### src/rtl/float_display_pkg.sv
// -----------------------------------------------------------------------------
// float_display_pkg
// Shared definitions for the float fraction sequencer and its field decoder:
// the sequencer state encoding and the IEEE-754 single-precision field
// constants used to classify a value and derive the extractor bit range.
// -----------------------------------------------------------------------------
package float_display_pkg;

  typedef enum logic [2:0] {
    ST_IDLE,
    ST_DECODE,
    ST_EXTRACT,
    ST_SETTLE,
    ST_DONE
  } seq_state_e;

  localparam int EXP_BIAS    = 127;
  localparam int EXP_SPECIAL = 255;
  localparam int MANT_W      = 23;
  localparam int INT_W       = 24;
  localparam int EXP_MAX_INT = 150;

endpackage

### src/rtl/float_field_decoder.sv
// -----------------------------------------------------------------------------
// float_field_decoder
// Purely combinational split of a registered IEEE-754 single into the fields
// the sequencer needs: sign, raw and unbiased exponent, the extractor input
// vector (hidden bit restored), the integer part and the fraction bit range.
//
// Ports:
//   float_word      in  32  registered IEEE-754 single
//   sign            out  1  sign bit
//   exp_raw         out  8  biased exponent field
//   exp_k           out  8  exponent minus bias (meaningful only when e >= 127)
//   mantissa_vector out 32  {8'b0, 1'b1, mantissa}
//   integer_part    out 24  integer portion, all ones on range error
//   start_bit       out  8  lowest fraction bit index (always 0)
//   end_bit         out  8  highest fraction bit index
//   range_error     out  1  NaN/Inf or magnitude >= 2^24
//   zero_flag       out  1  exponent field zero (zero/denormal -> treated as 0)
// -----------------------------------------------------------------------------
module float_field_decoder
  import float_display_pkg::*;
(
  input  logic [31:0]      float_word,
  output logic             sign,
  output logic [7:0]       exp_raw,
  output logic [7:0]       exp_k,
  output logic [31:0]      mantissa_vector,
  output logic [INT_W-1:0] integer_part,
  output logic [7:0]       start_bit,
  output logic [7:0]       end_bit,
  output logic             range_error,
  output logic             zero_flag
);

  logic [7:0] shift_amt;

  // For 127 <= e <= 150 the binary point sits (23 - k) bits above bit 0 of the
  // 24-bit significand, so that count is both the integer shift and the top
  // fraction bit index. Values below 1.0 keep the whole mantissa as fraction.
  always_comb begin
    sign            = float_word[31];
    exp_raw         = float_word[30:23];
    exp_k           = exp_raw - 8'(EXP_BIAS);
    mantissa_vector = {8'b0, 1'b1, float_word[22:0]};
    shift_amt       = 8'(MANT_W) - exp_k;
    range_error     = (exp_raw == 8'(EXP_SPECIAL)) || (exp_raw > 8'(EXP_MAX_INT));
    zero_flag       = (exp_raw == 8'd0);
    start_bit       = 8'd0;
    end_bit         = 8'd0;
    integer_part    = '0;
    if (range_error) begin
      integer_part = '1;
    end else if (zero_flag) begin
      integer_part = '0;
    end else if (exp_raw >= 8'(EXP_BIAS)) begin
      integer_part = INT_W'(mantissa_vector >> shift_amt);
      end_bit      = shift_amt;
    end else begin
      integer_part = '0;
      end_bit      = 8'(MANT_W);
    end
  end

endmodule

### src/rtl/float_fraction_sequencer.sv
// -----------------------------------------------------------------------------
// float_fraction_sequencer
// Control stage in front of the bit range extractor of the numeric readout.
// Accepts one IEEE-754 single per Float_Valid/Float_Ready handshake, decodes
// sign/exponent/integer part, drives the extractor with the fraction bit range,
// waits for its valid, captures the fraction BCD, and offers the result to the
// display formatter via Result_Valid/Result_Ready.
//
// Configuration macro: FLOAT_SEQ_TIMEOUT_EN
//   defined   -> EXTRACT aborts after TIMEOUT_CYCLES cycles, Timeout_Flag set
//   undefined -> EXTRACT waits indefinitely, Timeout_Flag tied low
//
// Ports:
//   Main_CLK / Main_RST           clock, synchronous active-high reset
//   Float_In/Float_Valid/Float_Ready   input handshake (ready only in IDLE)
//   Extract_Enable, Start_Bit, End_Bit, Exponent_Out, Mantissa_Vector
//                                 extractor controls
//   Extract_Valid, Fraction_BCD_In     extractor response
//   Sign_Out, Integer_Part, Fraction_BCD_Out, Range_Error, Timeout_Flag
//                                 result fields
//   Result_Valid/Result_Ready     output handshake (valid only in DONE)
// -----------------------------------------------------------------------------
module float_fraction_sequencer
  import float_display_pkg::*;
#(
  parameter int TIMEOUT_CYCLES = 64
) (
  input  logic             Main_CLK,
  input  logic             Main_RST,
  input  logic [31:0]      Float_In,
  input  logic             Float_Valid,
  output logic             Float_Ready,
  output logic             Extract_Enable,
  output logic [7:0]       Start_Bit,
  output logic [7:0]       End_Bit,
  output logic [7:0]       Exponent_Out,
  output logic [31:0]      Mantissa_Vector,
  input  logic             Extract_Valid,
  input  logic [7:0]       Fraction_BCD_In,
  output logic             Sign_Out,
  output logic [INT_W-1:0] Integer_Part,
  output logic [7:0]       Fraction_BCD_Out,
  output logic             Range_Error,
  output logic             Timeout_Flag,
  output logic             Result_Valid,
  input  logic             Result_Ready
);

  seq_state_e       state_q, state_d;
  logic [31:0]      float_q, float_d;
  logic             sign_q, sign_d;
  logic [INT_W-1:0] integer_q, integer_d;
  logic [7:0]       start_q, start_d;
  logic [7:0]       end_q, end_d;
  logic [7:0]       exponent_q, exponent_d;
  logic [31:0]      vector_q, vector_d;
  logic [7:0]       bcd_q, bcd_d;
  logic             range_error_q, range_error_d;

  logic             dec_sign;
  logic [7:0]       dec_exp;
  logic [7:0]       unused_dec_exp_k;
  logic [31:0]      dec_vector;
  logic [INT_W-1:0] dec_integer;
  logic [7:0]       dec_start;
  logic [7:0]       dec_end;
  logic             dec_range_error;
  logic             dec_zero;
  logic             timeout_hit;

  float_field_decoder u_decoder (
    .float_word      (float_q),
    .sign            (dec_sign),
    .exp_raw         (dec_exp),
    .exp_k           (unused_dec_exp_k),
    .mantissa_vector (dec_vector),
    .integer_part    (dec_integer),
    .start_bit       (dec_start),
    .end_bit         (dec_end),
    .range_error     (dec_range_error),
    .zero_flag       (dec_zero)
  );

`ifdef FLOAT_SEQ_TIMEOUT_EN
  localparam int CNT_W = $clog2(TIMEOUT_CYCLES + 1);

  logic [CNT_W-1:0] count_q, count_d;
  logic             timeout_q, timeout_d;

  // The counter equals the number of EXTRACT cycles already spent, so the last
  // allowed cycle is TIMEOUT_CYCLES-1.
  assign timeout_hit = (state_q == ST_EXTRACT) &&
                       (count_q == CNT_W'(TIMEOUT_CYCLES - 1));

  // Timeout bookkeeping: restart on every decode, count while extracting,
  // clear the flag once the result has been consumed.
  always_comb begin
    count_d   = count_q;
    timeout_d = timeout_q;
    case (state_q)
      ST_DECODE: begin
        count_d   = '0;
        timeout_d = 1'b0;
      end
      ST_EXTRACT: begin
        count_d = count_q + 1'b1;
        if (timeout_hit && !Extract_Valid) timeout_d = 1'b1;
      end
      ST_DONE: if (Result_Ready) timeout_d = 1'b0;
      default: ;
    endcase
  end

  always_ff @(posedge Main_CLK) begin
    if (Main_RST) begin
      count_q   <= '0;
      timeout_q <= 1'b0;
    end else begin
      count_q   <= count_d;
      timeout_q <= timeout_d;
    end
  end

  assign Timeout_Flag = timeout_q;
`else
  logic unused_timeout_cfg;

  assign timeout_hit        = 1'b0;
  assign unused_timeout_cfg = (TIMEOUT_CYCLES > 0);
  assign Timeout_Flag       = 1'b0;
`endif

  // State register.
  always_ff @(posedge Main_CLK) begin
    if (Main_RST) state_q <= ST_IDLE;
    else          state_q <= state_d;
  end

  // Next-state logic. Extract_Valid wins over a timeout in the same cycle.
  always_comb begin
    state_d = state_q;
    case (state_q)
      ST_IDLE:    if (Float_Valid) state_d = ST_DECODE;
      ST_DECODE:  state_d = (dec_range_error || dec_zero) ? ST_DONE : ST_EXTRACT;
      ST_EXTRACT: begin
        if (Extract_Valid)    state_d = ST_SETTLE;
        else if (timeout_hit) state_d = ST_DONE;
      end
      ST_SETTLE:  state_d = ST_DONE;
      ST_DONE:    if (Result_Ready) state_d = ST_IDLE;
      default:    state_d = ST_IDLE;
    endcase
  end

  // Handshake and extractor enable. Enable is also forced low while reset is
  // asserted so the extractor sees it drop in the reset cycle itself.
  always_comb begin
    Float_Ready    = (state_q == ST_IDLE);
    Result_Valid   = (state_q == ST_DONE);
    Extract_Enable = ((state_q == ST_EXTRACT) || (state_q == ST_SETTLE)) && !Main_RST;
  end

  // Datapath next values. Decoded fields are frozen in DECODE and held until
  // the next decode; only the fast paths leave the extractor range at zero.
  always_comb begin
    float_d       = float_q;
    sign_d        = sign_q;
    integer_d     = integer_q;
    start_d       = start_q;
    end_d         = end_q;
    exponent_d    = exponent_q;
    vector_d      = vector_q;
    bcd_d         = bcd_q;
    range_error_d = range_error_q;
    case (state_q)
      ST_IDLE: if (Float_Valid) float_d = Float_In;
      ST_DECODE: begin
        sign_d        = dec_sign;
        integer_d     = dec_integer;
        exponent_d    = dec_exp;
        range_error_d = dec_range_error;
        bcd_d         = 8'd0;
        if (dec_range_error || dec_zero) begin
          start_d  = 8'd0;
          end_d    = 8'd0;
          vector_d = 32'd0;
        end else begin
          start_d  = dec_start;
          end_d    = dec_end;
          vector_d = dec_vector;
        end
      end
      ST_EXTRACT: if (timeout_hit && !Extract_Valid) bcd_d = 8'd0;
      ST_SETTLE:  bcd_d = Fraction_BCD_In;
      ST_DONE:    if (Result_Ready) range_error_d = 1'b0;
      default: ;
    endcase
  end

  always_ff @(posedge Main_CLK) begin
    if (Main_RST) begin
      float_q       <= '0;
      sign_q        <= 1'b0;
      integer_q     <= '0;
      start_q       <= '0;
      end_q         <= '0;
      exponent_q    <= '0;
      vector_q      <= '0;
      bcd_q         <= '0;
      range_error_q <= 1'b0;
    end else begin
      float_q       <= float_d;
      sign_q        <= sign_d;
      integer_q     <= integer_d;
      start_q       <= start_d;
      end_q         <= end_d;
      exponent_q    <= exponent_d;
      vector_q      <= vector_d;
      bcd_q         <= bcd_d;
      range_error_q <= range_error_d;
    end
  end

  assign Sign_Out         = sign_q;
  assign Integer_Part     = integer_q;
  assign Start_Bit        = start_q;
  assign End_Bit          = end_q;
  assign Exponent_Out     = exponent_q;
  assign Mantissa_Vector  = vector_q;
  assign Fraction_BCD_Out = bcd_q;
  assign Range_Error      = range_error_q;

endmodule

### config.mk
export PLATFORM = sky130hd
export DESIGN_NAME = float_fraction_sequencer
export DESIGN_NICKNAME = d
export VERILOG_FILES = /design/src/rtl/float_display_pkg.sv /design/src/rtl/float_field_decoder.sv /design/src/rtl/float_fraction_sequencer.sv
export SDC_FILE = /design/constraint.sdc
export NUM_CORES = 1
export LEC_CHECK = 0
export CAP_MARGIN = 40
export CORE_MARGIN = 1.5
export CORE_UTILIZATION = 55
export DETAILED_ROUTE_END_ITERATION = 8
export HOLD_SLACK_MARGIN = 0.1
export PLACE_DENSITY_LB_ADDON = 0.08
export SLEW_MARGIN = 10
export SYNTH_ARGS = -nofsm -noshare
export SYNTH_HDL_FRONTEND = slang
export SYNTH_SLANG_ARGS = --single-unit
### constraint.sdc
create_clock -name Main_CLK -period 5.9 [get_ports Main_CLK]
set_input_delay 0.59 -clock Main_CLK [delete_from_list [all_inputs] [get_ports Main_CLK]]
set_output_delay 0.59 -clock Main_CLK [all_outputs]
set_load 0.05 [all_outputs]
### Word level (Yosys, flattened, before mapping)

Index checks and enable logic that the tools add are counted.

* register bits: 117
* logic and storage cells: 50

* add/subtract/negate cells: 2
* magnitude comparators: 2
* equal/unequal tests: 8
* shifts and indexed selects: 1
* mux-type cells: 16
* reductions and logical operators: 12

Operator list (number)
* 2-to-1 mux 24 bit: 4
* 2-to-1 mux 8 bit: 4
* >> shifter 24 x 8 -> 24 bit: 1
* one-hot mux 8 bit (2 select lines): 1
* one-hot mux 3 bit (5 select lines): 1
* 2-to-1 mux 3 bit: 4
* == test 8 bit, second input constant: 1
* greater-or-equal comparator 8 x 7 -> 1 bit, second input constant: 1
* > comparator 8 bit, second input constant: 1
* logical NOT 8 bit: 1
* subtractor 5 x 8 -> 8 bit, first input constant: 1
* subtractor 8 x 7 -> 8 bit, second input constant: 1
* == test 3 x 2 -> 1 bit, second input constant: 2
* inequality test 2 bit, second input constant: 2
* AND reduction 2 bit: 2
* nonzero test 2 bit: 2
* == test 3 x 1 -> 1 bit, second input constant: 1
* == test 3 bit, second input constant: 1
* logical NOT 3 bit: 1
* logical OR 1 bit: 3
* AND reduction 3 bit: 1
* inequality test 2 x 1 -> 1 bit, second input constant: 1
* one-hot mux 1 bit (2 select lines): 1
* logical AND 1 bit: 1
* other kinds (2): 2

### Logic depth before layout (Yosys ltp)

Gate-level depths: netlist of the first run.

* depth in word-level cells: 6
* depth in mapped cells: 13
* gate-level depth less buffers: 8

### Cells and area by module

A second synthesis of the first run with hierarchy kept.

* cells, all modules: 764
* area total of the unflattened synthesis: 6296.0 um^2

Modules (own cells, without submodules)
* float_fraction_sequencer: times used 1, cells an instance 456, area each 4217.8 um^2
* float_field_decoder: times used 1, cells an instance 308, area each 2078.2 um^2

### Worst setup path after synthesis of the first run

No wires, ideal clock.

* kind: reg-to-reg
* from: register float_q[23]
* to: register integer_q[3], in the netlist Integer_Part[3]
* setup time: 0.134 ns
* data arrival time: 2.709 ns
* slack: 3.057 ns
* cell stages (with the launch flop): 12
* buffers on the path: 3
* path through: dfxtp_1 -> buf_4 -> clkinv_1 -> clkbuf_1 -> ha_1 -> buf_2 -> mux2_2 -> mux4_2 -> nand3_1 -> o21ai_1 -> o31ai_1 -> a211oi_1

* longest elaborated chain between the ends: 6

RTL lines
* from (decl): RTL line float_fraction_sequencer.sv:50 `logic [31:0] float_q, float_d;`
* from (signal assigned): RTL line float_fraction_sequencer.sv:212 `float_q <= float_d;`
* subtractor 8 x 7 -> 8 bit: RTL line float_field_decoder.sv:42 `exp_k = exp_raw - 8'(EXP_BIAS);`
* subtractor 5 x 8 -> 8 bit: RTL line float_field_decoder.sv:44 `shift_amt = 8'(MANT_W) - exp_k;`
* >> shifter 24 x 8 -> 24 bit: RTL line float_field_decoder.sv:55 `integer_part = INT_W'(mantissa_vector >> shift_amt);`
* 2-to-1 mux 24 bit: RTL line float_field_decoder.sv:54 `end else if (exp_raw >= 8'(EXP_BIAS)) begin`
* 2-to-1 mux 24 bit: RTL line float_field_decoder.sv:52 `end else if (zero_flag) begin`
* 2-to-1 mux 24 bit *: RTL line float_field_decoder.sv:50 `if (range_error) begin`
* to (signal assigned): RTL line float_fraction_sequencer.sv:214 `integer_q <= integer_d;`
* to (decl): RTL line float_fraction_sequencer.sv:52 `logic [INT_W-1:0] integer_q, integer_d;`

Every way passes the cells marked *; elsewhere a longest branch is shown, timed or not.
A chain may end at the register's enable or synchronous reset.

### Worst setup path after layout of the first run

* from: register float_q[23]
* to: register integer_q[0], in the netlist Integer_Part[0]

Same word-level chain as after synthesis.

==> summary.md, run 1 <==
• fmax: 266 MHz
• TritonCTS buffer count: 9
• I/O pins: 139
• largest net degree at the start of global routing: 67
• Post-synth ARST share: 0%
• main area contributors after synthesis: dfxtp_1 (37%), nand2_1 (9.3%), a21oi_1 (8.7%)
• Clock Latency Late Sink: 0.39 ns
• clock tree from TritonCTS: yes
• antenna violation net count after detailed routing: 0
• quantity of gates resized following cts: 0
• Worst Setup End Kind: flop
• root buffer selected by CTS: clkbuf_8
• Finished Layout Cells: 966
• cell taking the most area after synthesis: dfxtp_1
• cell type group with the largest total delay on the critical path: adder cells
• number of cell instances on the worst register-to-register path: 9
• kind of start point of the critical path: flop
• commonest non-fill, non-tap cells in the layout: nand2_1 (147), clkdlybuf4s50_1 (120), dfxtp_1 (108)
• source of the worst register-to-register timing path: float_q[23]
• antenna violations before repair: 0
• H-tree levels: 3
• number of enable flip-flop cells after synthesis: 0
• critical path arrival: 4.02 ns
• post-synth cell types: 69
• Die W: 107 um
• class of the tightest hold or removal check: reg -> reg
• floorplan die area: 0.0114 mm^2
• critical path, cell by cell: clkinv_1 > ha_1 > buf_4 > mux2i_1 > mux2i_1 > mux2_2 > nor2b_1 > o41ai_1 > a211oi_1
• average footprint of a synthesized cell: 7.91 um^2
• fraction of the core area covered by cells at the end of the flow: 69.2%
• startpoint of the lowest-slack hold path: Mantissa_Vector[20]
• worst vdd rail ir drop: 0.195 mV
• cell count after synthesis: 751
• Hold Vio Cnt, Final: 0
• worst rel slew slack: 36.8%
• most common cell after layout, fill and taps aside: nand2_1
• floorplan core area: 0.0104 mm^2
• required time of the critical path: 6.15 ns
• number of warnings printed during yosys synthesis: 0
• wire length the detailed router placed on met1: 7200 um
• Total Wirelength: 16,900 um
• result of the run: complete, no violations
• worst hold path depth: 2
• number of setup violations in the final report: 0
• portion of the clock cycle consumed by the worst path in the final layout: 63.8%
• Die Height: 107 um
• cell with the most instances on the worst path: mux2i_1
• reg-to-reg slack, setup: 2.14 ns
• hold worst-path end: Mantissa_Vector[20]
• met3 wire len: 1260 um
• Worst path slowest cell: ha_1
• residual DRC count: 0
• number of buffers inserted to repair setup after CTS: 0
• PwrDens: 275 mW/mm^2
• slew of the pin with the lowest slew margin: 0.946 ns
• shortest clock period the worst path allows after layout: 3.76 ns
• wire length of the first global-routing pass: 26,900 um
• Tot GR Track Use: 29.9%
• category of the critical setup timing path: reg -> reg
• detailed-routing iteration count for the pre-antenna-repair pass: 5
• number of clock sinks seen by CTS: 109
• met2 wirelength from detailed routing: 8050 um
• netlist area before placement: 0.00594 mm^2
• reg-to-reg endpoint: Integer_Part[0]
• topmost layer with routed signal wires: met4
• prevailing post-synth register cell: dfxtp_1
• Sum Neg Setup Slack: 0 ns
• Port Buffer Count: 121
• residual overflow from global routing: 0
• Slew Limit Fails: 0
• count of max-cap constraint violations: 0
• number of instances in the placed design: 950
• Final HPWL DP: 12,000 um
• number of hold buffers added after CTS: 0
• row count: 37
• wire per inst: 17.5 um
• combined buffer and inverter count along the critical path: 2
• clock-pin slew on the worst setup and hold paths: 0.10 ns
• DR vias/cell: 5.86
• signed area change from the synthesized netlist to the final layout: 21.3%
• maximum fanout encountered on the critical timing path: 22
• post-place instance area: 0.00701 mm^2
• Slowest Stage Delay on Critical Path: 1.05 ns
• part of the Yosys area used for sequential elements: 36.7%
• maximum clock insertion buffer count: 2
• post-place setup slack: 2.22 ns
• number of design-rule violations left by the first detailed-router iteration: 469
• Final GP Congestion: 0.901
• Inserted Diodes: 0
• RSZ-0062 raised after global routing: false
• Initial Util: 57.0%
• share of the synthesized area in the top cell type: 36.7%
• fraction of final layout cells sized beyond drive strength 1: 8.55%
• via count of the routed design: 5,660
• post-route cell area: 0.00720 mm^2
• vias in the first global route: 5,249
• final setup skew: 0.0131 ns
• Leakage Power: 2.54 nW
• number of synthesized register bits: 109
• Layout Nets: 873
• final worst-path setup slack: 2.14 ns
==> sequential cells by signal, indices dropped and copies added, names as in the netlist, 3 cells and up <==
name	cells
state_q	3
Exponent_Out	8
Fraction_BCD_Out	8
float_q	32
End_Bit	8
Integer_Part	24
Mantissa_Vector	24
==> worst max-delay path by stage <==
stage / slack [ns] / cells past startpoint / endpoint / start
after floorplan: 3.06 / 11 / Integer_Part[3] / float_q[23]
after global placement: 2.40 / 9 / Integer_Part[0] / float_q[23]
after detailed placement: 2.22 / 9 / Integer_Part[0] / float_q[23]
after CTS: 2.22 / 9 / Integer_Part[0] / float_q[23]
after global routing: 1.93 / 9 / Integer_Part[0] / float_q[23]
final: 2.14 / 9 / Integer_Part[0] / float_q[23]
==> metrics by stage <==
step | hold WS (ns) | power [W]
6_report | 0.460 | 0.00198
5_1_grt | 0.482 | 0.00207
4_1_cts | 0.461 | 0.00198
3_5_place_dp | 0.446 | 0.00154
3_3_place_gp | 0.437 | 0.00152
2_1_floorplan | 0.432 | 0.00136
==> worst reg2reg max path: cells and delay by family (launching register included) <==
| family | cells | cell delay [ns] |
|---|---|---|
| adder cells (fa/ha/maj) | 1 | 1.05 |
| AND/OR/NAND/NOR | 1 | 0.14 |
| AO/OA/AOI/OAI | 2 | 0.46 |
| buffers and inverters | 2 | 0.78 |
| multiplexers | 3 | 0.87 |
| flip-flops | 1 | 0.34 |
==> synthesized netlist by cell type, drive strengths merged (15+ instances only) <==
cell type    n
nand2      147
dfxtp      109
a21oi      104
nor2        53
buf         51
nand3       41
clkbuf      31
mux2i       26
nor3        26
mux2        16
o21ai       15
==> final cells by class <==
class / instances / area, um^2
clock inverters: 6 / 53.8
inverters: 13 / 48.8
fillers: 860 / 3210
flip-flops and latches: 109 / 2180
well taps: 136 / 170
multi-input cells: 563 / 3310
repair buffers: 129 / 1300
clock buffers: 10 / 138
==> report_power, final <==
group / total [W] / internal [W] / switching (W)
logic: 0.000682 / 0.000233 / 0.000448
registers: 0.000851 / 0.000788 / 0.0000633
clock network: 0.000448 / 0.000173 / 0.000276
total: 0.00198 / 0.00119 / 0.000787
==> kinds of logic after synthesis <==
group / synth area share [%]
xor+xnor: 1.56
buf+inv: 8.72
flops: 36.7
simple gates: 24.0
other cells: 0.0631
fa+ha+maj: 0.632
compound gates: 18.3
mux: 10.1
==> per-layer routing <==
metal  GRT usage (%)  vias to the layer above
met5               0                        -
met3            4.62                       34
li1                -                     2708
met4            11.2                        0
met2            48.7                      258
met1            40.1                     2660
Power figures use the tool's default switching activity.
==> run 2, diff against run 1 <==
- CORE_UTILIZATION: 55 -> 46
- clock period: 5.9 -> 3.4 ns (I/O delays scaled with it)
==> summary.md, run 2 (synthesis results as in run 1) <==
• result of the run: complete, no violations
• Final HPWL DP: 12,300 um
• quantity of gates resized following cts: 0
• root buffer selected by CTS: clkbuf_16
• category of the critical setup timing path: reg -> reg
• reg-to-reg endpoint: Integer_Part[6]
• post-route cell area: 0.00745 mm^2
• reg-to-reg slack, setup: 0.42 ns
• required time of the critical path: 3.63 ns
• row count: 41
• TritonCTS buffer count: 9
• PwrDens: 506 mW/mm^2
• wire length of the first global-routing pass: 26,800 um
• source of the worst register-to-register timing path: float_q[24]
• Leakage Power: 2.66 nW
• Hold Vio Cnt, Final: 0
• number of hold buffers added after CTS: 0
• worst rel slew slack: 43.5%
• most flop-heavy register: float_q
• vias in the first global route: 5,070
• wire per inst: 16.8 um
• startpoint of the lowest-slack hold path: Mantissa_Vector[21]
• slew of the pin with the lowest slew margin: 0.847 ns
• floorplan core area: 0.0126 mm^2
• Inserted Diodes: 0
• Sum Neg Setup Slack: 0 ns
• portion of the clock cycle consumed by the worst path in the final layout: 87.6%
• Die Height: 117 um
• number of buffers inserted to repair setup after CTS: 0
• critical path, cell by cell: inv_1 > ha_1 > mux2_2 > nand2_1 > o21ai_0 > a2111oi_0 > buf_4 > a2111oi_1
• H-tree levels: 3
• number of design-rule violations left by the first detailed-router iteration: 358
• Initial Util: 47.1%
• Worst path slowest cell: a2111oi_0
• number of clock sinks seen by CTS: 109
• maximum fanout encountered on the critical timing path: 15
• antenna violation net count after detailed routing: 0
• count of max-cap constraint violations: 0
• hold worst-path end: Mantissa_Vector[21]
• Die W: 117 um
• Tot GR Track Use: 25.4%
• number of cell instances on the worst register-to-register path: 8
• class of the tightest hold or removal check: reg -> reg
• combined buffer and inverter count along the critical path: 2
• RSZ-0062 raised after global routing: false
• worst hold path depth: 2
• Slew Limit Fails: 0
• largest net degree at the start of global routing: 56
• most common cell after layout, fill and taps aside: nand2_1
• final setup skew: 0.00571 ns
• Clock Latency Late Sink: 0.35 ns
• fraction of final layout cells sized beyond drive strength 1: 9.96%
• DR vias/cell: 5.44
• critical path arrival: 3.21 ns
• fmax: 336 MHz
• max reg flops: 32
• residual overflow from global routing: 0
• post-place instance area: 0.00714 mm^2
• Setup crit start: float_q[24]
• residual DRC count: 0
• commonest non-fill, non-tap cells in the layout: nand2_1 (147), clkdlybuf4s50_1 (120), dfxtp_1 (108)
• worst vdd rail ir drop: 0.218 mV
• clock tree from TritonCTS: yes
• Layout Nets: 887
• floorplan die area: 0.0136 mm^2
• Worst Setup End Kind: flop
• I/O pins: 139
• shortest clock period the worst path allows after layout: 2.98 ns
• signed area change from the synthesized netlist to the final layout: 25.4%
• final worst-path setup slack: 0.420 ns
• cell type group with the largest total delay on the critical path: compound AO/OA/AOI/OAI gates
• Total Wirelength: 17,000 um
• filler instances: 1,185
• number of setup violations in the final report: 0
• via count of the routed design: 5,522
• clock-pin slew on the worst setup and hold paths: 0.07 ns
• maximum clock insertion buffer count: 2
• Final GP Congestion: 0.902
• post-place setup slack: 0.420 ns
• antenna violations before repair: 0
• area occupied by multi-input gates: 0.00331 mm^2
• Port Buffer Count: 121
• kind of start point of the critical path: flop
• Seq. cell area: 0.00218 mm^2
• Slowest Stage Delay on Critical Path: 0.69 ns
• detailed-routing iteration count for the pre-antenna-repair pass: 5
[run 2: worst min-delay path: stages (launching register included)]
cell and delay, ns:
dfxtp_1 0.31, nand2_1 0.05, a21oi_1 0.05
[run 2: layout make-up]
cell class,instances,share of cell area (%)
Multi-Input combinational cell,563,44.4
Sequential cell,109,29.3
Timing Repair Buffer,143,18.6
Clock buffer,11,3.39
Tap cell,172,2.89
Clock inverter,4,0.739
Inverter,13,0.655
[run 2: where the power goes]
part,switching (W),leakage [nW],internal (W),total [W]
Combinational,0.000778,1.62,0.000418,0.00120
Sequential,0.000107,0.888,0.00137,0.00147
Clock,0.000481,0.149,0.000613,0.00109
[run 2: worst max-delay path by stage]
stage	to	slack (ns)	cells after the start
detailed placement	Integer_Part[6]	0.42	8
global route	Integer_Part[6]	0.12	8
floorplan	Integer_Part[3]	0.56	11
finish	Integer_Part[6]	0.42	8
global placement	Integer_Part[6]	0.33	8
CTS	Integer_Part[6]	0.40	8
[run 2: metrics by stage]
stage | cells | utilization (%) | total power [W] | hold slack (ns)
after global routing | 1015 | 59.0 | 0.00394 | 0.469
final | 1015 | 59.0 | 0.00376 | 0.451
after detailed placement | 1000 | 56.6 | 0.00269 | 0.442
after floorplan | 767 | - | 0.00235 | 0.432
after CTS | 1015 | 59.0 | 0.00378 | 0.452
after global placement | 999 | 56.4 | 0.00267 | 0.437
[run 2: routing by layer]
layer / global-route usage [%] / wire, um / part of all wire, %
met2: 38.5 / 7400 / 43
met3: 4.31 / 1040 / 6.1
met1: 35.9 / 8080 / 47
met4: 10.7 / 492 / 2.9
met5: 0 / 0 / 0
